<file path="src/rtl/riscv_imem_loader.sv">
// Boot-time instruction memory loader.
// Receives a framed byte stream (LEN_LO, LEN_HI, 4*N data bytes, CSUM), packs
// the data bytes little-endian into words, writes them to the instruction
// memory and releases the core from reset once the frame XOR checks to zero.
module riscv_imem_loader #(
    parameter int XLEN          = 32,
    parameter int IMEM_ADDR_BIT = 12
) (
    input  logic                     i_clk,
    input  logic                     i_rstn,
    input  logic                     i_start,
    input  logic [7:0]               i_byte_data,
    input  logic                     i_byte_valid,
    output logic                     o_byte_ready,
    output logic                     o_imem_we,
    output logic [IMEM_ADDR_BIT-3:0] o_imem_addr,
    output logic [XLEN-1:0]          o_imem_wdata,
    output logic                     o_core_rstn,
    output logic                     o_busy,
    output logic                     o_done,
    output logic                     o_err
);

    localparam int AW  = IMEM_ADDR_BIT - 2;            // word address width
    localparam int BPW = XLEN / 8;                     // bytes per word
    localparam int BW  = (BPW > 1) ? $clog2(BPW) : 1;  // byte counter width
    localparam logic [16:0] DEPTH    = 17'(2 ** AW);
    localparam logic [BW-1:0] LAST_B = BW'(BPW - 1);

    typedef enum logic [2:0] {
        S_IDLE,
        S_LEN0,
        S_LEN1,
        S_DATA,
        S_CSUM,
        S_DONE,
        S_ERR
    } state_t;

    state_t          state_q, state_d;
    logic [15:0]     len_q, len_d;            // word count N from the header
    logic [15:0]     word_cnt_q, word_cnt_d;  // index of the word being assembled
    logic [BW-1:0]   byte_cnt_q, byte_cnt_d;  // byte lane within the current word
    logic [7:0]      xor_q, xor_d;            // running XOR of every accepted byte
    logic [XLEN-1:0] pack_q, pack_d;          // partially assembled word
    logic            we_q, we_d;
    logic [AW-1:0]   addr_q, addr_d;
    logic [XLEN-1:0] wdata_q, wdata_d;
    logic            core_rstn_q, core_rstn_d;
    logic            done_q, done_d;
    logic            err_q, err_d;

    logic            ready;
    logic            fire;
    logic [15:0]     n_words;

    assign n_words = {i_byte_data, len_q[7:0]};
    assign fire    = i_byte_valid & ready;

    // Next-state logic and register updates for the whole load sequence
    always_comb begin
        state_d     = state_q;
        len_d       = len_q;
        word_cnt_d  = word_cnt_q;
        byte_cnt_d  = byte_cnt_q;
        xor_d       = xor_q;
        pack_d      = pack_q;
        we_d        = 1'b0;
        addr_d      = addr_q;
        wdata_d     = wdata_q;
        core_rstn_d = core_rstn_q;
        done_d      = done_q;
        err_d       = err_q;
        ready       = 1'b0;

        if (state_q == S_LEN0 || state_q == S_LEN1 ||
            state_q == S_DATA || state_q == S_CSUM) begin
            ready = 1'b1;
        end

        if (fire) begin
            xor_d = xor_q ^ i_byte_data;
        end

        case (state_q)
            S_IDLE, S_DONE, S_ERR: begin
                if (i_start) begin
                    state_d     = S_LEN0;
                    word_cnt_d  = '0;
                    byte_cnt_d  = '0;
                    xor_d       = '0;
                    core_rstn_d = 1'b0;
                    done_d      = 1'b0;
                    err_d       = 1'b0;
                end
            end
            S_LEN0: begin
                if (fire) begin
                    len_d[7:0] = i_byte_data;
                    state_d    = S_LEN1;
                end
            end
            S_LEN1: begin
                if (fire) begin
                    len_d = n_words;
                    if (n_words == 16'd0) begin
                        state_d = S_CSUM;
                    end else if ({1'b0, n_words} > DEPTH) begin
                        state_d = S_ERR;
                        err_d   = 1'b1;
                    end else begin
                        state_d = S_DATA;
                    end
                end
            end
            S_DATA: begin
                if (fire) begin
                    for (int k = 0; k < BPW; k++) begin
                        if (byte_cnt_q == BW'(k)) begin
                            pack_d[8*k +: 8] = i_byte_data;
                        end
                    end
                    byte_cnt_d = byte_cnt_q + BW'(1);
                    if (byte_cnt_q == LAST_B) begin
                        // Word complete: present it on the write port next cycle
                        byte_cnt_d = '0;
                        we_d       = 1'b1;
                        wdata_d    = pack_d;
                        addr_d     = word_cnt_q[AW-1:0];
                        word_cnt_d = word_cnt_q + 16'd1;
                        if (word_cnt_q == len_q - 16'd1) begin
                            state_d = S_CSUM;
                        end
                    end
                end
            end
            S_CSUM: begin
                if (fire) begin
                    if ((xor_q ^ i_byte_data) == 8'h00) begin
                        state_d     = S_DONE;
                        done_d      = 1'b1;
                        core_rstn_d = 1'b1;
                    end else begin
                        state_d = S_ERR;
                        err_d   = 1'b1;
                    end
                end
            end
            default: begin
                state_d = S_IDLE;
            end
        endcase
    end

    // State and datapath registers, cleared by the asynchronous reset
    always_ff @(posedge i_clk or negedge i_rstn) begin
        if (!i_rstn) begin
            state_q     <= S_IDLE;
            len_q       <= '0;
            word_cnt_q  <= '0;
            byte_cnt_q  <= '0;
            xor_q       <= '0;
            pack_q      <= '0;
            we_q        <= 1'b0;
            addr_q      <= '0;
            wdata_q     <= '0;
            core_rstn_q <= 1'b0;
            done_q      <= 1'b0;
            err_q       <= 1'b0;
        end else begin
            state_q     <= state_d;
            len_q       <= len_d;
            word_cnt_q  <= word_cnt_d;
            byte_cnt_q  <= byte_cnt_d;
            xor_q       <= xor_d;
            pack_q      <= pack_d;
            we_q        <= we_d;
            addr_q      <= addr_d;
            wdata_q     <= wdata_d;
            core_rstn_q <= core_rstn_d;
            done_q      <= done_d;
            err_q       <= err_d;
        end
    end

    assign o_byte_ready = ready;
    assign o_busy       = ready;
    assign o_imem_we    = we_q;
    assign o_imem_addr  = addr_q;
    assign o_imem_wdata = wdata_q;
    assign o_core_rstn  = core_rstn_q;
    assign o_done       = done_q;
    assign o_err        = err_q;

endmodule

</file>
<file path="config.mk">
export PLATFORM = sky130hd
export DESIGN_NAME = riscv_imem_loader
export DESIGN_NICKNAME = d
export VERILOG_FILES = /design/src/rtl/riscv_imem_loader.sv
export SDC_FILE = /design/constraint.sdc
export NUM_CORES = 1
export LEC_CHECK = 0
export BUFFER_PORTS_ARGS = -buffer_cell sky130_fd_sc_hd__clkbuf_2
export CORE_ASPECT_RATIO = 1.2
export CORE_MARGIN = 5
export CORE_UTILIZATION = 35
export CTS_CLUSTER_DIAMETER = 120
export DETAILED_ROUTE_END_ITERATION = 7
export GPL_ROUTABILITY_DRIVEN = 0
export MAX_ROUTING_LAYER = met4
export PLACE_DENSITY = 0.48
export SYNTH_ARGS = -nofsm -noshare
export SYNTH_HDL_FRONTEND = slang
export SYNTH_SLANG_ARGS = --single-unit
</file>
<file path="constraint.sdc">
create_clock -name i_clk -period 6.2 [get_ports i_clk]
set_clock_uncertainty 0.05 [all_clocks]
set_input_delay 0.93 -clock i_clk [delete_from_list [all_inputs] [get_ports i_clk]]
set_output_delay 0.93 -clock i_clk [all_outputs]
set_load 0.01 [all_outputs]
</file>
; Word level (Yosys, flattened, before mapping)
; Cells that the tools add are included.
[totals]
ff_bits = 122
in_bits = 12
out_inout_bits = 48
word_cells = 102
[classes]
add_sub_neg = 3
n_lt_le_gt_ge = 1
n_eq_ne = 21
mux = 42
n_bitwise = 3
n_reduce_logical = 20
[op_table]
columns = operator, count
row1 = 2-to-1 mux 8 bit, 8
row2 = 2-to-1 mux 16 bit, 3
row3 = one-hot mux 16 bit (2 select lines), 1
row4 = 2-to-1 mux 3 bit, 9
row5 = "adder 16 x 1 -> 16 bit, second input constant", 1
row6 = equality test 16 bit, 1
row7 = "> comparator 16 x 11 -> 1 bit, second input constant", 1
row8 = zero test 16 bit, 1
row9 = one-hot mux 8 bit (2 select lines), 1
row10 = "subtractor 16 x 1 -> 16 bit, second input constant", 1
row11 = one-hot mux 3 bit (5 select lines), 1
row12 = "!= test 2 bit, second input constant", 7
row13 = AND reduction 7 bit, 2
row14 = 2-to-1 mux 1 bit, 12
row15 = "equality test 3 bit, second input constant", 3
row16 = AND reduction 3 bit, 3
row17 = zero test 8 bit, 1
row18 = 2-to-1 mux 2 bit, 4
row19 = "!= test 2 x 1 -> 1 bit, second input constant", 4
row20 = AND reduction 4 bit, 2
row21 = XOR 8 bit, 1
row22 = "equality test 3 x 2 -> 1 bit, second input constant", 2
row23 = "equality test 2 bit, second input constant", 2
row24 = one-hot mux 2 bit (2 select lines), 1
row25 = other kinds (14), 18

; Depth between registers and ports, before layout
[depth]
word_depth = 9
ltp_mapped = 9
mapped_depth_nobuf = 8

; Least setup slack after synthesis
; OpenSTA, ideal clock, no wires.
[synth_path]
path_kind = input-to-reg
start = input i_byte_valid
end = register word_cnt_q[14]
setup_ps = 78
arrival_ps = 2568
required_time_ps = 6072
slack_ps = 3504
path_stages = 9
path_buffers = 3
cell_sequence = clkbuf_1 -> and4b_1 -> buf_2 -> nand2_1 -> o21ai_1 -> clkbuf_1 -> nand3_1 -> or3_1 -> a21oi_1
[synth_between]
elab_chain_cells = 3
[synth_rtl]
columns = element, line_no
row1 = start: declaration, 13  ; input logic i_byte_valid,
row2 = bitwise AND 1 bit, 58  ; assign fire = i_byte_valid & ready;
row3 = != test 2 bit (no source line), n/a
row4 = AND reduction 4 bit (no source line), n/a
row5 = end signal: assignment, 173  ; word_cnt_q <= word_cnt_d;
row6 = end: declaration, 42  ; logic [15:0] word_cnt_q, word_cnt_d;
; Every way passes these cells.
; A chain may end at the register's enable or synchronous reset.

; Worst setup path after layout
[layout_path]
start = register state_q[1]
end = register word_cnt_q[13]
[layout_between]
elab_chain_cells = 8
elab_cells_between_ends = 19
cone_classes = eq/ne: 9 / mux: 2 / bitwise: 1 / reduce/logical: 7
[layout_rtl]
columns = element, line_no
row1 = start: declaration, 40  ; state_t state_q, state_d;
row2 = start signal: assignment, 171  ; state_q <= state_d;
row3 = equality test 3 x 1 -> 1 bit or equality test 3 x 2 -> 1 bit (tied branches), 76  ; if (state_q == S_LEN0 || state_q == S_LEN1 ||
row4 = logical OR 1 bit (2 in a row), 76
row5 = logical OR 1 bit, 77  ; state_q == S_DATA || state_q == S_CSUM) begin
row6 = 2-to-1 mux 1 bit, 76
row7 = bitwise AND 1 bit, 58
row8 = != test 2 bit (no source line), n/a
row9 = AND reduction 4 bit (no source line), n/a
; Parallel ways exist; a longest one is shown, timed or not.

==> qor.yml <==
grt:
  antenna_found_initial: 0
  grt_pass1_vias: 4323
  grt_pass1_wl_mm: 22.4
  overflow: 0
  grt_max_degree: 69
  track_usage_pct: 15.4
timing:
  setup_tns_ns: 0
  fin_crit_ns: 3.45
  tightest_slew_ns: 1.05
  rsz0062_at_grt: "no"
  finalMaxSlewViolations: 0
  clock.fmax_ghz: 0.290
  min_period_over_period_pct: 55.6
  relSlewSlack_pct: 29.4
  setup_viol: 0
  hold_ws_ns: 0.426
  final_hold_viol_count: 0
routing:
  vias_per_cell: 5.02
  drt-total-wl_mm: 13.6
  avgRoutedWirePerCell_um: 16.4
  vias: 4162
  drtIter0Drc: 227
  drc_errors: 0
  antenna_left: 0
  first_pass_iters: 4
pwr:
  comb_power_share_pct: 25.6
  p_sw_share_pct: 31.2
  seq_power_share_pct: 40.0
  power.switching_w: 0.000901
  ir_drop_uv: 224
  p_leak_nw: 3.16
  powerDensity_nw_per_um2: 426
  power_frac_clock_pct: 34.4
  p_int_w: 0.00198
logic_synthesis:
  synth-edff-count: 0
  postSynthCellCount: 562
  ys_ff_latch: 114
  synth-async-reset-ratio_pct: 100
  syn_area_um2: 5770
  synth_seq_area_share_pct: 49.5
  synthFlopType: "dfrtp_1"
  syn_avg_cell_area_um2: 10.3
  syn_nets: 581
  yosysWarnings: 0
  synth.distinct_cells: 57
cts:
  cts.sinks: 114
  htreeDepth: 4
  cts.hold.buffers_added: 0
  clk_pin_slew_ns: 0.05
  cts-root-buf: "clkbuf_16"
  cts_resized: 0
  worstSkewPairLatency_ns: 0.42
  cts_buffer_depth: 2
  cts_setup_buffers: 0
  cts_made_buffers: 17
  cts_tree: "built"
floorplanning:
  rows: 51
  start_util_pct: 35.6
  fp.dieW_um: 127
  coreArea_um2: 16200
  die_h_um: 151
  io_pins: 60
  die-area_um2: 19200
min_path:
  min_path_cells: 2
  hold_class: "register to register"
setup_path:
  cp_slowest_cell: "dfrtp_1"
  path_cells: "and4b_1, nand2_2, buf_4, o21ai_1, nand3_1, or3_1, a21oi_1"
  reg2reg_depth: 7
  required_ns: 6.48
  start_kind: "register"
  critPathKind: "register to register"
  critPathMaxFanout: 43
  worst_path_largest_cell_delay_ns: 0.70
  endpoint_kind: "register"
  cp.arrival_ns: 3.73
layout:
  stdcell_count: 829
  layout_commonest_cell: "dfrtp_1"
  most-common-layout-cells: "dfrtp_1, nand2_1, clkbuf_2, mux2_2, o21ai_0"
  nets: 623
  area_growth_pct: 17.2
  drive_gt1_share_pct: 22.0
  final_core_util_pct: 41.7
  n_fill_cell: 1577
  num_antenna_cells: 0
placed_design:
  place_inst: 797
  dpl.hpwl_mm: 9.23
  io_buffer_count: 59
flow_run:
  max_cap_viol_count: 0
outcome:
  outcome: "finished, final reports clean"
## critical path, delay by kind of cell (launching register included)
family          cells  cell delay [ns]
compound gates      2             0.61
buf+inv             1             0.39
simple gates        4             1.59
flops               1             0.70
## layer usage
| layer | vias up | routed length, um | GRT usage (%) |
|---|---|---|---|
| met1 | 2048 | 6000 | 18.1 |
| met5 | - | 0 | - |
| met3 | 23 | 431 | 3.55 |
| met2 | 86 | 6780 | 25.2 |
| met4 | 0 | 358 | 6.76 |
| li1 | 2005 | - | - |
## cells by family (layout without fill, tap and decap cells)
kind of cell	count (synthesis)	count (layout)	share of synthesized area (%)
and+or+nand+nor	203	203	16.8
adders and majority gates	7	7	1.52
muxes	65	65	12.1
buffers and inverters	51	106	4.14
AOI/OAI and AO/OA	71	71	7.90
DFF	114	114	49.5
xor gates and xnor gates	51	51	8.07
## cell type report
type	count	area, um2	share of cell area [%]
Clock buffer	24	472	6.98
Tap cell	212	265	3.92
Clock inverter	8	128	1.89
Multi-Input combinational cell	397	2680	39.6
Sequential cell	114	2850	42.2
Inverter	12	45.0	0.666
Timing Repair Buffer	62	320	4.74
## final timing paths
kind                                                  from                    endpoint  slack, ns
worst max-delay path                state_q[1]$_DFFE_PN0P_  word_cnt_q[13]$_DFFE_PN0P_       2.75
worst min-delay path            o_imem_addr[4]$_DFFE_PN0P_  o_imem_addr[4]$_DFFE_PN0P_       0.43
worst min register to register  o_imem_addr[4]$_DFFE_PN0P_  o_imem_addr[4]$_DFFE_PN0P_       0.43
min in group asynchronous                           i_rstn          xor_q[7]$_DFF_PN0_       0.48
max in group asynchronous                           i_rstn      state_q[0]$_DFFE_PN0P_       4.31
worst max register to register      state_q[1]$_DFFE_PN0P_  word_cnt_q[13]$_DFFE_PN0P_       2.75
## cell usage after synthesis, types with 2 or more instances
cell type,instances,area [um2]
dfrtp_1,114,2850
ha_1,7,87.6
nor2b_1,3,18.8
inv_1,12,45.0
nand4_1,15,93.8
o22ai_1,2,12.5
or4_1,2,15.0
a31oi_1,3,18.8
nand2b_1,2,12.5
xor2_1,24,210
and2_1,4,25.0
a21oi_1,8,40.0
a2111oi_0,2,17.5
buf_2,2,10.0
nor3b_1,4,30.0
buf_4,4,30.0
mux2i_1,27,270
o21ai_1,3,15.0
nor2_1,31,116
nand3b_1,3,22.5
xnor2_1,26,228
nor4_1,2,12.5
clkbuf_1,25,93.8
buf_6,4,45.0
o41ai_1,2,17.5
nor3_1,5,25.0
nand2_1,106,398
buf_1,4,15.0
nand3_1,7,35.0
or3_1,6,37.5
a221o_1,2,20.0
o21ai_0,33,165
mux2_2,38,428
o31ai_1,5,37.5
and3_1,3,18.8
## through the flow
stage	worst slack (ns)	area [um2]	power, W
2_1_floorplan	3.50	5770	0.00165
3_3_place_gp	2.46	6160	0.00190
3_5_place_dp	2.40	6160	0.00192
4_1_cts	2.77	6760	0.00293
5_1_grt	2.39	6760	0.00307
6_report	2.75	6760	0.00288
## sequential cells by signal, indices dropped and copies added (netlist names)
register      count
state_q           3
pack_q           24
xor_q             8
o_err             1
o_imem_addr      10
word_cnt_q       16
o_imem_wdata     32
o_imem_we         1
o_done            1
byte_cnt_q        2
len_q            16
## power by group through the flow
stage	registers (W)	logic [W]	clock network (W)
after floorplan	0.00116	0.000492	0
after global placement	0.00116	0.000744	0
after detailed placement	0.00117	0.000753	0
after CTS	0.00116	0.000758	0.00102
after global routing	0.00119	0.000832	0.00105
final	0.00115	0.000738	0.000991
(Power assumes the default switching activity.)
